File: config.mk
export PLATFORM = sky130hd
export DESIGN_NAME = icache_ctrl_flat
export DESIGN_NICKNAME = d
export VERILOG_FILES = /design/src/rtl/icache_ctrl_if.sv /design/src/rtl/icache_ctrl.sv /design/src/flat_wrapper.sv
export SDC_FILE = /design/constraint.sdc
export NUM_CORES = 1
export LEC_CHECK = 0
export ABC_AREA = 1
export CORE_AREA = 3 3 141 143
export DETAILED_ROUTE_END_ITERATION = 10
export DIE_AREA = 0 0 144 146
export HOLD_SLACK_MARGIN = 0.15
export PLACE_DENSITY_LB_ADDON = 0.05
export SYNTH_ARGS = -nofsm -noshare
export SYNTH_HDL_FRONTEND = slang
export SYNTH_SLANG_ARGS = --single-unit
File: constraint.sdc
create_clock -name clock -period 2.16 [get_ports clock]
set_input_delay 0.324 -clock clock [delete_from_list [all_inputs] [get_ports clock]]
set_output_delay 0.324 -clock clock [all_outputs]
set_load 0.02 [all_outputs]
File: src/rtl/icache_ctrl_if.sv
// Bus bundle between the icache controller and its neighbours: IFU fetch port,
// icache storage array port and memory arbiter port.
// master: controller view. slave: environment view (IFU + icache + memory).
interface icache_ctrl_if;
    // IFU fetch port
    logic        ifu_reqValid;
    logic        ifu_reqReady;
    logic [29:0] ifu_addr;
    logic        ifu_respValid;
    logic [31:0] ifu_rdata;
    logic        ifu_respErr;
    // icache storage array port
    logic        ic_reqValid;
    logic        ic_wen;
    logic [29:0] ic_addr;
    logic [31:0] ic_wdata;
    logic        ic_is_hit;
    logic [31:0] ic_rdata;
    // memory arbiter port
    logic        mem_reqValid;
    logic        mem_reqReady;
    logic [31:0] mem_addr;
    logic        mem_respValid;
    logic [31:0] mem_rdata;
    logic        mem_respErr;

    modport master (
        input  ifu_reqValid, ifu_addr,
        output ifu_reqReady, ifu_respValid, ifu_rdata, ifu_respErr,
        output ic_reqValid, ic_wen, ic_addr, ic_wdata,
        input  ic_is_hit, ic_rdata,
        output mem_reqValid, mem_addr,
        input  mem_reqReady, mem_respValid, mem_rdata, mem_respErr
    );

    modport slave (
        output ifu_reqValid, ifu_addr,
        input  ifu_reqReady, ifu_respValid, ifu_rdata, ifu_respErr,
        input  ic_reqValid, ic_wen, ic_addr, ic_wdata,
        output ic_is_hit, ic_rdata,
        input  mem_reqValid, mem_addr,
        output mem_reqReady, mem_respValid, mem_rdata, mem_respErr
    );
endinterface

File: src/rtl/icache_ctrl.sv
// Instruction cache controller: looks up IFU fetches in the icache array,
// fetches misses and uncached words from memory, refills the array on cached
// misses and keeps hit/miss performance counters.
module icache_ctrl #(
    parameter logic [31:0] UNC_BASE = 32'hA000_0000,
    parameter logic [31:0] UNC_SIZE = 32'h2000_0000,
    parameter int          CNT_W    = 32
) (
    input  logic             clock,
    input  logic             reset_n,
    icache_ctrl_if.master    bus,
    output logic [CNT_W-1:0] hit_cnt,
    output logic [CNT_W-1:0] miss_cnt
);

    typedef enum logic [1:0] {
        IDLE     = 2'd0,
        MEM_REQ  = 2'd1,
        MEM_WAIT = 2'd2,
        FILL     = 2'd3
    } state_t;

    localparam logic [CNT_W-1:0] CNT_ONE = {{(CNT_W-1){1'b0}}, 1'b1};

    state_t           state_r;
    state_t           state_nxt_s;

    logic [29:0]      addr_r;        // latched fetch word address
    logic             unc_r;         // latched fetch is uncached
    logic [31:0]      data_r;        // word captured from memory
    logic             resp_valid_r;
    logic             resp_err_r;
    logic [31:0]      rdata_r;
    logic [CNT_W-1:0] hit_cnt_r;
    logic [CNT_W-1:0] miss_cnt_r;

    logic [31:0]      req_byte_s;
    logic             req_unc_s;
    logic             accept_s;

    logic             ifu_req_ready_s;
    logic             ic_req_valid_s;
    logic             ic_wen_s;
    logic [29:0]      ic_addr_s;
    logic             mem_req_valid_s;

    // Unsigned wrap-around compare: one subtraction covers both region bounds.
    assign req_byte_s = {bus.ifu_addr, 2'b00};
    assign req_unc_s  = ((req_byte_s - UNC_BASE) < UNC_SIZE);
    assign accept_s   = (state_r == IDLE) && bus.ifu_reqValid;

    // State register.
    always_ff @(posedge clock or negedge reset_n) begin
        if (!reset_n) begin
            state_r <= IDLE;
        end else begin
            state_r <= state_nxt_s;
        end
    end

    // Next-state decision.
    always_comb begin
        state_nxt_s = state_r;
        case (state_r)
            IDLE: begin
                if (bus.ifu_reqValid && (req_unc_s || !bus.ic_is_hit)) begin
                    state_nxt_s = MEM_REQ;
                end else begin
                    state_nxt_s = IDLE;
                end
            end
            MEM_REQ: begin
                if (bus.mem_reqReady) begin
                    state_nxt_s = MEM_WAIT;
                end else begin
                    state_nxt_s = MEM_REQ;
                end
            end
            MEM_WAIT: begin
                if (bus.mem_respValid) begin
                    if (bus.mem_respErr || unc_r) begin
                        state_nxt_s = IDLE;
                    end else begin
                        state_nxt_s = FILL;
                    end
                end else begin
                    state_nxt_s = MEM_WAIT;
                end
            end
            FILL:    state_nxt_s = IDLE;
            default: state_nxt_s = IDLE;
        endcase
    end

    // Per-state bus outputs; the IDLE lookup path is combinational from the IFU.
    always_comb begin
        ifu_req_ready_s = 1'b0;
        ic_req_valid_s  = 1'b0;
        ic_wen_s        = 1'b0;
        ic_addr_s       = addr_r;
        mem_req_valid_s = 1'b0;
        case (state_r)
            IDLE: begin
                ifu_req_ready_s = 1'b1;
                ic_req_valid_s  = bus.ifu_reqValid && !req_unc_s;
                ic_addr_s       = bus.ifu_addr;
            end
            MEM_REQ:  mem_req_valid_s = 1'b1;
            MEM_WAIT: mem_req_valid_s = 1'b0;
            FILL:     ic_wen_s        = 1'b1;
            default:  ic_addr_s       = addr_r;
        endcase
    end

    // Datapath: latch request, capture memory data, build response pulse, count.
    always_ff @(posedge clock or negedge reset_n) begin
        if (!reset_n) begin
            addr_r       <= 30'd0;
            unc_r        <= 1'b0;
            data_r       <= 32'd0;
            resp_valid_r <= 1'b0;
            resp_err_r   <= 1'b0;
            rdata_r      <= 32'd0;
            hit_cnt_r    <= {CNT_W{1'b0}};
            miss_cnt_r   <= {CNT_W{1'b0}};
        end else begin
            resp_valid_r <= 1'b0;
            resp_err_r   <= 1'b0;
            case (state_r)
                IDLE: begin
                    if (accept_s) begin
                        if (req_unc_s) begin
                            addr_r <= bus.ifu_addr;
                            unc_r  <= 1'b1;
                        end else if (bus.ic_is_hit) begin
                            rdata_r      <= bus.ic_rdata;
                            resp_valid_r <= 1'b1;
                            hit_cnt_r    <= hit_cnt_r + CNT_ONE;
                        end else begin
                            addr_r     <= bus.ifu_addr;
                            unc_r      <= 1'b0;
                            miss_cnt_r <= miss_cnt_r + CNT_ONE;
                        end
                    end
                end
                MEM_WAIT: begin
                    if (bus.mem_respValid) begin
                        data_r <= bus.mem_rdata;
                        if (bus.mem_respErr) begin
                            rdata_r      <= bus.mem_rdata;
                            resp_valid_r <= 1'b1;
                            resp_err_r   <= 1'b1;
                        end else if (unc_r) begin
                            rdata_r      <= bus.mem_rdata;
                            resp_valid_r <= 1'b1;
                        end
                    end
                end
                FILL: begin
                    rdata_r      <= data_r;
                    resp_valid_r <= 1'b1;
                end
                default: begin
                    resp_valid_r <= 1'b0;
                end
            endcase
        end
    end

    assign bus.ifu_reqReady  = ifu_req_ready_s;
    assign bus.ifu_respValid = resp_valid_r;
    assign bus.ifu_respErr   = resp_err_r;
    assign bus.ifu_rdata     = rdata_r;
    assign bus.ic_reqValid   = ic_req_valid_s;
    assign bus.ic_wen        = ic_wen_s;
    assign bus.ic_addr       = ic_addr_s;
    assign bus.ic_wdata      = data_r;
    assign bus.mem_reqValid  = mem_req_valid_s;
    assign bus.mem_addr      = {addr_r, 2'b00};
    assign hit_cnt           = hit_cnt_r;
    assign miss_cnt          = miss_cnt_r;

endmodule

File: src/flat_wrapper.sv
// flat-port wrapper written by rule: the top's interface ports become plain ports
module icache_ctrl_flat 
#(
    parameter logic [31:0] UNC_BASE = 32'hA000_0000,
    parameter logic [31:0] UNC_SIZE = 32'h2000_0000,
    parameter int          CNT_W    = 32
)
  (clock, reset_n, hit_cnt, miss_cnt, bus_ifu_reqValid, bus_ifu_addr, bus_ifu_reqReady, bus_ifu_respValid, bus_ifu_rdata, bus_ifu_respErr, bus_ic_reqValid, bus_ic_wen, bus_ic_addr, bus_ic_wdata, bus_ic_is_hit, bus_ic_rdata, bus_mem_reqValid, bus_mem_addr, bus_mem_reqReady, bus_mem_respValid, bus_mem_rdata, bus_mem_respErr);
  icache_ctrl_if bus_i ();
  input  logic clock;
  input  logic reset_n;
  output logic [CNT_W-1:0] hit_cnt;
  output logic [CNT_W-1:0] miss_cnt;
  input wire logic [$bits(bus_i.ifu_reqValid)-1:0] bus_ifu_reqValid;
  input wire logic [$bits(bus_i.ifu_addr)-1:0] bus_ifu_addr;
  output wire logic [$bits(bus_i.ifu_reqReady)-1:0] bus_ifu_reqReady;
  output wire logic [$bits(bus_i.ifu_respValid)-1:0] bus_ifu_respValid;
  output wire logic [$bits(bus_i.ifu_rdata)-1:0] bus_ifu_rdata;
  output wire logic [$bits(bus_i.ifu_respErr)-1:0] bus_ifu_respErr;
  output wire logic [$bits(bus_i.ic_reqValid)-1:0] bus_ic_reqValid;
  output wire logic [$bits(bus_i.ic_wen)-1:0] bus_ic_wen;
  output wire logic [$bits(bus_i.ic_addr)-1:0] bus_ic_addr;
  output wire logic [$bits(bus_i.ic_wdata)-1:0] bus_ic_wdata;
  input wire logic [$bits(bus_i.ic_is_hit)-1:0] bus_ic_is_hit;
  input wire logic [$bits(bus_i.ic_rdata)-1:0] bus_ic_rdata;
  output wire logic [$bits(bus_i.mem_reqValid)-1:0] bus_mem_reqValid;
  output wire logic [$bits(bus_i.mem_addr)-1:0] bus_mem_addr;
  input wire logic [$bits(bus_i.mem_reqReady)-1:0] bus_mem_reqReady;
  input wire logic [$bits(bus_i.mem_respValid)-1:0] bus_mem_respValid;
  input wire logic [$bits(bus_i.mem_rdata)-1:0] bus_mem_rdata;
  input wire logic [$bits(bus_i.mem_respErr)-1:0] bus_mem_respErr;
  assign bus_i.ifu_reqValid = bus_ifu_reqValid;
  assign bus_i.ifu_addr = bus_ifu_addr;
  assign bus_ifu_reqReady = bus_i.ifu_reqReady;
  assign bus_ifu_respValid = bus_i.ifu_respValid;
  assign bus_ifu_rdata = bus_i.ifu_rdata;
  assign bus_ifu_respErr = bus_i.ifu_respErr;
  assign bus_ic_reqValid = bus_i.ic_reqValid;
  assign bus_ic_wen = bus_i.ic_wen;
  assign bus_ic_addr = bus_i.ic_addr;
  assign bus_ic_wdata = bus_i.ic_wdata;
  assign bus_i.ic_is_hit = bus_ic_is_hit;
  assign bus_i.ic_rdata = bus_ic_rdata;
  assign bus_mem_reqValid = bus_i.mem_reqValid;
  assign bus_mem_addr = bus_i.mem_addr;
  assign bus_i.mem_reqReady = bus_mem_reqReady;
  assign bus_i.mem_respValid = bus_mem_respValid;
  assign bus_i.mem_rdata = bus_mem_rdata;
  assign bus_i.mem_respErr = bus_mem_respErr;
  icache_ctrl #(.UNC_BASE(UNC_BASE), .UNC_SIZE(UNC_SIZE), .CNT_W(CNT_W)) u_core (.clock(clock), .reset_n(reset_n), .bus(bus_i), .hit_cnt(hit_cnt), .miss_cnt(miss_cnt));
endmodule
==> qor.txt <==
Worst vdd ir: 0.0009653 V
Hold Vio Cnt, Final: 0
Pin count of the biggest net entering global routing: 63
Final setup violation count: 0
WS Path Type: flop to output port
R2R cell count: 10
Crit path cell chain: nor2_4 -> buf_8 -> nor2_1 -> a21oi_1 -> dlygate4sd2_1
CTS Sinks: 163
Ports: 297
Core ar.: 18710 um2
Slowest stage cell, crit path: dfrtp_1
Reg-to-Reg End: u_core.hit_cnt[22]
Min Tclk post-route: 2.081 ns
ANT nets after route: 0
Clock power frac: 20.2%
Setup_tns: 0 ns
Initial Utilization: 44.83%
Die area: 21020 um2
Sw frac: 40.82%
Flop pwr share: 30.9%
Initial antenna violation count: 1
Ys async rst share: 100.0%
Syn_area_per_cell: 7.596 um2
Status: finished clean
Post-synthesis sequential area ratio: 48.64%
Yosys Warn Count: 0
Ratio of cells with drive above 1 in the final layout: 5.720%
Router iterations before antenna repair: 5
Avg Vias per Cell: 4.918
R2R Setup Slk: 0.30 ns
PwrDens: 1264 nW/um2
Comb power frac: 48.9%
Synth area leader: dfrtp_1
I/O Buffers: 294
CP max stage delay: 0.41 ns
WL final: 25.61 mm
Fmax: 480.6 MHz
Reg-to-reg startpoint: u_core.hit_cnt[0]
Number of global-route vias before repair: 7742
Setup WS pre-CTS: -0.1794 ns
Filler Cells Inserted: 1620
Total CTS buffers: 17
Nets: 1510
Clk root buf: clkbuf_16
Register bit total from synthesis: 163
Area contributors post-synth: dfrtp_1, nand2_1, inv_1
CTS H-tree depth: 4
Area Growth Syn to Fin: 47.24%
Top fanout value on the critical path: 29
Worst clock skew: 0.009108 ns
Gr usage total: 24.57%
Worst Hold Class: primary input to async pin
CP arrival: 1.76 ns
LEAKAGE: 5.716 nW
Die Ht: 146 um
Worst EP required: 1.84 ns
Clock slew seen by the registers of the worst setup and hold paths: 0.06 ns
Critical path endpoint: bus_ic_addr[21]
Routed vias: 8119
CP Launch Type: flop
Die Wd: 144 um
Int Power: 9.235 mW
Detail Placement HPWL: 18.99 mm
Setup crit end kind: output port
Max-cap viol count: 0
Final worst-path cycle share: 96.32%
Final worst slack: 0.07946 ns
Total grt overflow: 0
Post-synth EDFFs: 0
# DRC: 0
Rows: 50
GPL Wtd Cong: 0.8201
Commonest cells after routing, fill and taps aside: nand2_1, clkdlybuf4s50_1, dfrtp_1
Ys flop type: dfrtp_1
CTS tree: built
Fin util: 66.01%
RSZ-0062 raised after global routing: no
Cells after synthesis: 1104
Latest clock arrival within the worst-skew pair: 0.43 ns
Routed length per instance: 15.51 um
Area share of the largest cell type after synthesis: 48.64%
CTS max path bufs: 2
Mapped cell area: 8386 um2
First-pass GRT wire length: 41.12 mm
Commonest non-fill, non-tap cell in the layout: nand2_1
Psw: 6.369 mW
Distinct cells, synth: 26
Worst Setup SP: u_core.state_r[1]
Fin. max-slew vios: 0
DR iter-0 viols: 392
## metal layers
layer / vias to the layer above / GRT usage [%] / part of all wire (%)
met1: 3723 / 31.56 / 42
li1: 4091 / - / -
met4: 0 / 8.522 / 2.4
met5: - / 0 / 0
met3: 37 / 8.544 / 8.2
met2: 268 / 38.52 / 48
## critical path: cells and delay by family (launching register included)
kind / cells / cell delay [ns]
buf+inv: 2 / 0.57
compound gates: 1 / 0.12
flops: 1 / 0.41
simple gates: 2 / 0.23
## synthesized netlist by cell type, types with 2 or more instances
| cell type | instances |
|---|---|
| nand3_4 | 2 |
| ha_1 | 3 |
| inv_2 | 3 |
| nand2_1 | 360 |
| buf_4 | 5 |
| nand4_1 | 15 |
| xor2_1 | 24 |
| nand3_1 | 57 |
| nor2_1 | 127 |
| o221ai_1 | 33 |
| a21oi_1 | 31 |
| nand3b_1 | 12 |
| buf_2 | 14 |
| o21ai_0 | 66 |
| nor3_1 | 10 |
| xnor2_1 | 14 |
| inv_1 | 131 |
| dfrtp_1 | 163 |
| clkbuf_1 | 27 |
## registers in the layout, summed over array words and instances, names as in the netlist
signal and cells:
u_core.bus.ic_wdata 32, u_core.bus.ifu_rdata 32, u_core.hit_cnt 32, u_core.miss_cnt 32, u_core.addr_r 30, u_core.state_r 2
u_core.bus.ifu_respErr 1, u_core.bus.ifu_respValid 1, u_core.unc_r 1
## logic make-up (layout without fill, tap and decap cells)
logic type | after synthesis | count (layout) | synth area share, %
simple gates | 586 | 586 | 28.78
buf+inv | 181 | 492 | 8.535
flops | 163 | 163 | 48.64
compound gates | 132 | 132 | 9.579
xor+xnor | 38 | 38 | 3.969
fa+ha+maj | 3 | 3 | 0.4477
other cells | 1 | 3 | 0.04472
## final cells by class
| class | instances | area (um2) | area share (%) |
|---|---|---|---|
| diodes | 1 | 2.502 | 0.02027 |
| clock buffers | 19 | 442.9 | 3.587 |
| clock inverters | 10 | 160.2 | 1.297 |
| inverters | 134 | 503.0 | 4.074 |
| multi-input cells | 761 | 3605 | 29.20 |
| flip-flops and latches | 163 | 4079 | 33.04 |
| well taps | 234 | 292.8 | 2.371 |
| repair buffers | 329 | 3262 | 26.42 |
## power by group through the flow
stage	Sequential (mW)	Combinational (mW)	Clock, mW
after global routing	4.97	8.24	3.37
after global placement	4.82	7.93	0
after CTS	4.82	7.70	3.22
after floorplan	5.90	2.80	0
after detailed placement	4.82	7.98	0
final	4.82	7.63	3.15
## per-stage QoR
stage	power [mW]	instances	hold WS, ns	instance area (um2)
2_1_floorplan	8.699	1105	0.02841	8389
3_3_place_gp	12.74	1620	0.2927	11780
3_5_place_dp	12.80	1620	0.2928	11780
4_1_cts	15.74	1650	0.4014	12350
5_1_grt	16.58	1651	0.4417	12350
6_report	15.60	1651	0.3980	12350
## repair_timing
action                                  in CTS  in global routing
gates resized for setup                     35                 26
endpoints found under the hold margin       43                  0
buffers inserted                             0                  0
gates cloned                                 0                  0
hold buffers                                 1                  0
endpoints found under the setup margin      34                 18
## worst min-delay path by stage
stage / startpoint / endpoint / slack [ns] / cells after the start
floorplan: reset_n / u_core.addr_r[0] / 0.03 / 0
global placement: reset_n / u_core.hit_cnt[18] / 0.29 / 1
detailed placement: reset_n / u_core.hit_cnt[24] / 0.29 / 1
CTS: reset_n / u_core.hit_cnt[24] / 0.40 / 2
global route: reset_n / u_core.hit_cnt[29] / 0.44 / 2
finish: reset_n / u_core.hit_cnt[18] / 0.40 / 2
(Power assumes the default switching activity.)
